**config.mk**
```make
export PLATFORM = sky130hd
export DESIGN_NAME = spi_cmd_sequencer
export DESIGN_NICKNAME = d
export VERILOG_FILES = /design/src/rtl/spi_seq_pkg.sv /design/src/rtl/seq_watchdog.sv /design/src/rtl/spi_cmd_sequencer.sv
export SDC_FILE = /design/constraint.sdc
export NUM_CORES = 1
export LEC_CHECK = 0
export ABC_AREA = 1
export CORE_ASPECT_RATIO = 1.5
export CORE_MARGIN = 1
export CORE_UTILIZATION = 50
export DETAILED_ROUTE_END_ITERATION = 8
export GPL_ROUTABILITY_DRIVEN = 1
export PLACE_DENSITY = 0.79
export SLEW_MARGIN = 20
export SYNTH_ARGS = -nofsm -noshare
export SYNTH_HDL_FRONTEND = slang
export SYNTH_HIERARCHICAL = 1
export SYNTH_SLANG_ARGS = --single-unit
```
**constraint.sdc**
```tcl
create_clock -name clk -period 3.9 [get_ports clk]
set_input_delay 0.39 -clock clk [delete_from_list [all_inputs] [get_ports clk]]
set_output_delay 0.39 -clock clk [all_outputs]
set_load 0.005 [all_outputs]
```
**src/rtl/spi_seq_pkg.sv**
```systemverilog
// Shared definitions for the SPI command sequencer: defaults, packet layout, FSM encoding.
package spi_seq_pkg;

  localparam int unsigned DEF_NUM_SLAVES  = 8;
  localparam int unsigned DEF_ADDR_W      = 8;
  localparam int unsigned DEF_DATA_W      = 16;
  localparam int unsigned DEF_TIMEOUT_CYC = 1024;

  // Command packet layout (LSB first): [0]=0, [1]=rw, [2]=mc, then addr, then id.
  localparam int unsigned PKT_RW_BIT   = 1;
  localparam int unsigned PKT_MC_BIT   = 2;
  localparam int unsigned PKT_ADDR_LSB = 3;

  typedef enum logic [2:0] {
    S_IDLE   = 3'd0,
    S_SCAN   = 3'd1,
    S_START  = 3'd2,
    S_WAIT   = 3'd3,
    S_VSTART = 3'd4,
    S_VWAIT  = 3'd5,
    S_RESP   = 3'd6
  } seq_state_t;

endpackage

```
**src/rtl/seq_watchdog.sv**
```systemverilog
// Per-transfer watchdog: counts enabled cycles and flags when TIMEOUT_CYC is reached.
module seq_watchdog
  import spi_seq_pkg::*;
#(
  parameter int unsigned TIMEOUT_CYC = DEF_TIMEOUT_CYC
) (
  input  logic clk,
  input  logic rst_n,
  input  logic clear,
  input  logic enable,
  output logic expired
);

  localparam int unsigned CNT_W = $clog2(TIMEOUT_CYC + 1);

  logic [CNT_W-1:0] cnt;

  // Count while enabled; expired latches high once the limit is hit, until cleared.
  always_ff @(posedge clk or negedge rst_n) begin
    if (!rst_n) begin
      cnt     <= '0;
      expired <= 1'b0;
    end else if (clear) begin
      cnt     <= '0;
      expired <= 1'b0;
    end else if (enable && !expired) begin
      cnt     <= cnt + CNT_W'(1);
      expired <= (cnt == CNT_W'(TIMEOUT_CYC - 1));
    end
  end

endmodule

```
**src/rtl/spi_cmd_sequencer.sv**
```systemverilog
// Expands one read or multi-target write command into a series of SPI master transfers,
// with optional per-target read-back verify and a per-transfer watchdog.
module spi_cmd_sequencer
  import spi_seq_pkg::*;
#(
  parameter int unsigned NUM_SLAVES  = DEF_NUM_SLAVES,
  parameter int unsigned ADDR_W      = DEF_ADDR_W,
  parameter int unsigned DATA_W      = DEF_DATA_W,
  parameter int unsigned TIMEOUT_CYC = DEF_TIMEOUT_CYC,
  localparam int unsigned ID_W       = $clog2(NUM_SLAVES),
  localparam int unsigned CMD_W      = ID_W + ADDR_W + 5
) (
  input  logic                  clk,
  input  logic                  rst_n,
  input  logic                  cmd_valid,
  output logic                  cmd_ready,
  input  logic                  cmd_rw,
  input  logic                  cmd_verify,
  input  logic [ID_W-1:0]       cmd_id,
  input  logic [NUM_SLAVES-1:0] cmd_mask,
  input  logic [ADDR_W-1:0]     cmd_addr,
  input  logic [DATA_W-1:0]     cmd_wdata,
  output logic                  master_start_tx,
  input  logic                  master_spi_busy,
  input  logic                  master_tx_done,
  output logic [CMD_W-1:0]      master_cmd_packet,
  output logic [DATA_W-1:0]     master_data_wr,
  input  logic [DATA_W-1:0]     master_data_rd,
  output logic                  rsp_valid,
  output logic [DATA_W-1:0]     rsp_rdata,
  output logic [NUM_SLAVES-1:0] rsp_err_mask,
  output logic [NUM_SLAVES-1:0] rsp_tmo_mask,
  output logic                  seq_busy
);

  seq_state_t            state;
  logic                  reg_rw;
  logic                  reg_verify;
  logic                  reg_mc;
  logic [ADDR_W-1:0]     reg_addr;
  logic [DATA_W-1:0]     reg_wdata;
  logic [NUM_SLAVES-1:0] pend;
  logic [ID_W-1:0]       cur_id;
  logic                  pkt_loaded;
  logic                  wd_enable;
  logic                  wd_expired;

  // Build a command word from its fields; the top two bits stay zero.
  function automatic logic [CMD_W-1:0] make_pkt(input logic [ID_W-1:0] id,
                                                input logic [ADDR_W-1:0] addr,
                                                input logic mc, input logic rw);
    logic [CMD_W-1:0] p;
    p = '0;
    p[PKT_RW_BIT] = rw;
    p[PKT_MC_BIT] = mc;
    p[PKT_ADDR_LSB +: ADDR_W] = addr;
    p[PKT_ADDR_LSB + ADDR_W +: ID_W] = id;
    return p;
  endfunction

  // Index of the lowest set bit (0 when none; callers check for empty first).
  function automatic logic [ID_W-1:0] lowest_id(input logic [NUM_SLAVES-1:0] v);
    logic [ID_W-1:0] r;
    r = '0;
    for (int i = int'(NUM_SLAVES) - 1; i >= 0; i--) begin
      if (v[i]) r = ID_W'(i);
    end
    return r;
  endfunction

  // True when more than one bit is set.
  function automatic logic multi_bit(input logic [NUM_SLAVES-1:0] v);
    return (v & (v - NUM_SLAVES'(1))) != '0;
  endfunction

  // Watchdog runs only while waiting on a transfer and restarts for every transfer.
  assign wd_enable = (state == S_WAIT) || (state == S_VWAIT);

  seq_watchdog #(.TIMEOUT_CYC(TIMEOUT_CYC)) u_watchdog (
    .clk     (clk),
    .rst_n   (rst_n),
    .clear   (!wd_enable),
    .enable  (wd_enable),
    .expired (wd_expired)
  );

  // Sequencer FSM with registered outputs; the packet is loaded one cycle before the start strobe.
  always_ff @(posedge clk or negedge rst_n) begin
    if (!rst_n) begin
      state             <= S_IDLE;
      cmd_ready         <= 1'b0;
      seq_busy          <= 1'b0;
      master_start_tx   <= 1'b0;
      master_cmd_packet <= '0;
      master_data_wr    <= '0;
      rsp_valid         <= 1'b0;
      rsp_rdata         <= '0;
      rsp_err_mask      <= '0;
      rsp_tmo_mask      <= '0;
      reg_rw            <= 1'b0;
      reg_verify        <= 1'b0;
      reg_mc            <= 1'b0;
      reg_addr          <= '0;
      reg_wdata         <= '0;
      pend              <= '0;
      cur_id            <= '0;
      pkt_loaded        <= 1'b0;
    end else begin
      master_start_tx <= 1'b0;
      rsp_valid       <= 1'b0;
      case (state)
        S_IDLE: begin
          cmd_ready <= 1'b1;
          if (cmd_valid && cmd_ready) begin
            cmd_ready    <= 1'b0;
            seq_busy     <= 1'b1;
            reg_rw       <= cmd_rw;
            reg_verify   <= cmd_verify & ~cmd_rw;
            reg_mc       <= ~cmd_rw & multi_bit(cmd_mask);
            reg_addr     <= cmd_addr;
            reg_wdata    <= cmd_wdata;
            pend         <= cmd_rw ? (NUM_SLAVES'(1) << cmd_id) : cmd_mask;
            rsp_rdata    <= '0;
            rsp_err_mask <= '0;
            rsp_tmo_mask <= '0;
            pkt_loaded   <= 1'b0;
            state        <= S_SCAN;
          end
        end
        S_SCAN: begin
          if (pend == '0) begin
            rsp_valid <= 1'b1;
            state     <= S_RESP;
          end else begin
            cur_id               <= lowest_id(pend);
            pend[lowest_id(pend)] <= 1'b0;
            state                <= S_START;
          end
        end
        S_START: begin
          if (!pkt_loaded) begin
            master_cmd_packet <= make_pkt(cur_id, reg_addr, reg_mc, reg_rw);
            master_data_wr    <= reg_wdata;
            pkt_loaded        <= 1'b1;
          end else if (!master_spi_busy) begin
            master_start_tx <= 1'b1;
            pkt_loaded      <= 1'b0;
            state           <= S_WAIT;
          end
        end
        S_WAIT: begin
          if (master_tx_done) begin
            if (reg_rw) begin
              rsp_rdata <= master_data_rd;
              state     <= S_SCAN;
            end else if (reg_verify) begin
              state <= S_VSTART;
            end else begin
              state <= S_SCAN;
            end
          end else if (wd_expired) begin
            rsp_tmo_mask[cur_id] <= 1'b1;
            state                <= S_SCAN;
          end
        end
        S_VSTART: begin
          if (!pkt_loaded) begin
            master_cmd_packet <= make_pkt(cur_id, reg_addr, 1'b0, 1'b1);
            pkt_loaded        <= 1'b1;
          end else if (!master_spi_busy) begin
            master_start_tx <= 1'b1;
            pkt_loaded      <= 1'b0;
            state           <= S_VWAIT;
          end
        end
        S_VWAIT: begin
          if (master_tx_done) begin
            if (master_data_rd != reg_wdata) rsp_err_mask[cur_id] <= 1'b1;
            state <= S_SCAN;
          end else if (wd_expired) begin
            rsp_tmo_mask[cur_id] <= 1'b1;
            state                <= S_SCAN;
          end
        end
        S_RESP: begin
          cmd_ready <= 1'b1;
          seq_busy  <= 1'b0;
          state     <= S_IDLE;
        end
        default: begin
          state <= S_IDLE;
        end
      endcase
    end
  end

endmodule

```
==> results.md <==
- Post-cts gate resize count: 0
- Critical path required time: 4.24 ns
- CP endpoint: reg_verify
- Share of layout cells above drive strength 1: 0.0713
- R2r endpoint: reg_verify
- Top FF cell, synth: dfrtp_1
- Final hold vios: 0
- Fin Setup TNS: 0 ns
- Synth Cell Area: 5610 µm²
- Vias: 4961
- RSZ-0062 raised after global routing: false
- Asr flop ratio synth: 1.00
- Core area: 11000 µm²
- Number of post-CTS setup repair buffers: 0
- Critical path capture point type: flop
- Worst-case clock buffer depth: 2
- Flops & latches, synth: 119
- CTS H-tree depth: 4
- DR vias/cell: 5.09
- Max Fanout on Critical Path: 64
- Levels on crit path: 8
- Worst Reg-to-Reg Cells: 8
- Number of I/O port buffers: 122
- Hold buffers post-CTS: 0
- Max-Cap Viols: 0
- DRT antenna net count: 0
- Worst Setup SP: state[0]
- Commonest non-fill, non-tap cell in the layout: nand2_1
- Clock transition at the registers of the reported paths: 0.06 ns
- Wire length per cell: 13.6 µm
- IO Pins: 126
- Place WS: 1.34 ns
- Tcrit/Tclk final: 0.584
- Initial antenna violation count: 0
- Routability Congestion: 0.874
- Biggest cell delay along the critical path: 0.54 ns
- Worst-Margin Slew: 0.960 ns
- CTS tree: built
- FP Rows: 47
- Setup violations, final: 0
- Clock Tree Root: clkbuf_16
- Skew final: 0.00784 ns
- Clock Latency Late Sink: 0.41 ns
- Most frequent CP cell: inv_2
- Status: completed
- Setup WS post-layout: 1.62 ns
- Most frequent cells in the layout: 199 x nand2_1, 121 x clkdlybuf4s50_1, 119 x dfrtp_1
- Max Fclk: 439 MHz
- Distinct cells, synth: 38
- Die area: 11600 µm²
- Nets: 874
- Post-synthesis cell count: 692
- 1st-iter DRT viols: 204
- DR pass1 iterations: 5
- Grt ovf: 0
- Reg2reg setup slack: 1.62 ns
- Die width: 88.5 µm
- Post-synth EDFFs: 0
- GR Util All Layers: 0.247
- Leak: 0.00353 µW
- Worst Hold Class: in2async
- CP startpoint kind: flop
- Worst slew margin: 0.358
- WL final: 13.3 mm
- PD cells: 764 nW/µm²
- CTS sink cnt: 119
- DIE HEIGHT: 132 µm
- Remaining DRCs: 0
- N_diodes: 0
- Synth Warn #: 6
- Max rail drop VDD: 522 µV
- Avg Cell Area, Syn: 8.10 µm²
- Fillers: 890
- CTS Buf Count: 17
- CP delay by family, top: simple AND/OR/NAND/NOR gates
- Vias in the first global route: 4984
- Sequential area share after synthesis: 0.531
- Initial core utilization: 0.510
- Final count of pins violating max slew: 0
- Buf/Inv on CP: 3
- Critical-path cell list: inv_1 -> nand2_1 -> nor2_2 -> inv_2 -> nor2_8 -> inv_2 -> nor2_1 -> a22o_1
- First-pass GRT wire length: 22.0 mm
- Slowest-stage cell, CP: nor2_8
- P&R area growth vs syn: 34.1%
- Minimum clock period: 2.28 ns
- Crit Reg-Reg Startpoint: state[0]
- CP Data Arrival Time: 2.62 ns
- Dpl hpwl: 9.75 mm
- WS Path Type: reg2reg
- Largest net degree at the start of global routing: 89
[cells in the mapped netlist (4+ instances only)]
cell	number	area share
nand2_1	199	0.13
dfrtp_1	119	0.53
inv_1	88	0.059
o21ai_0	82	0.073
nand3_1	47	0.042
nor2_1	47	0.031
a21oi_1	22	0.020
nor3_1	11	0.0098
buf_2	7	0.0062
clkbuf_1	7	0.0047
buf_4	6	0.0080
nor2_4	6	0.012
o21a_1	6	0.0080
o22ai_1	6	0.0067
inv_2	5	0.0033
o21ai_1	4	0.0036
[stage by stage]
step / util / power, µW / hold WS [ns] / instances / cell area (µm²)
floorplan: - / 3240 / 0.0944 / 694 / 5610
global placement: 0.627 / 4060 / 0.473 / 943 / 6900
detailed placement: 0.627 / 4170 / 0.479 / 943 / 6900
CTS: 0.683 / 5790 / 0.233 / 975 / 7510
global route: 0.684 / 6150 / 0.112 / 975 / 7520
finish: 0.684 / 5750 / 0.0516 / 975 / 7520
[final cells by class]
type                    instances  area [µm²]  area share
multi-input cells             460        2150       0.287
clock buffers                  18         439      0.0584
well taps                     147         184      0.0245
inverters                      93         349      0.0464
flip-flops and latches        119        2980       0.396
repair buffers                124        1240       0.165
clock inverters                14         176      0.0235
[registers in the layout (all words and copies together) (netlist names), 3 cells and up]
name,flops
master_data_wr,16
reg_wdata,16
rsp_rdata,16
master_cmd_packet,13
u_watchdog/cnt,11
pend,8
reg_addr,8
rsp_err_mask,8
rsp_tmo_mask,8
cur_id,3
state,3
[worst min-delay path by stage]
stage | startpoint | end | slack [ns] | cells after the start
floorplan | rst_n | cmd_ready | 0.09 | 0
global placement | master_cmd_packet[6] | master_cmd_packet[6] | 0.47 | 2
detailed placement | master_data_wr[14] | master_data_wr[14] | 0.48 | 2
CTS | rst_n | u_watchdog/cnt[7] | 0.23 | 1
global route | rst_n | u_watchdog/cnt[7] | 0.11 | 1
finish | rst_n | u_watchdog/cnt[7] | 0.05 | 1
[power breakdown]
group	switching, µW	internal (µW)	total [µW]
Combinational	1190	941	2140
Sequential	296	1720	2020
Clock	568	1020	1590
[layer usage]
layer,GRT usage,share of wire,vias to the layer above
met4,0.119,0.026,0
li1,-,-,2450
met5,0,0,-
met1,0.266,0.38,2323
met3,0.0779,0.061,34
met2,0.425,0.53,154
[logic make-up (layout without fill, tap and decap cells)]
logic type,Yosys count,count (layout),synth area share
AND/OR/NAND/NOR,328,328,0.258
AO/OA/AOI/OAI,127,127,0.121
flip-flops,119,119,0.531
buffers and inverters,115,249,0.0857
adder cells (fa/ha/maj),1,1,0.00223
other,1,3,0.000669
XOR/XNOR,1,1,0.00156
Note: power is estimated with default switching activity, not from simulation.
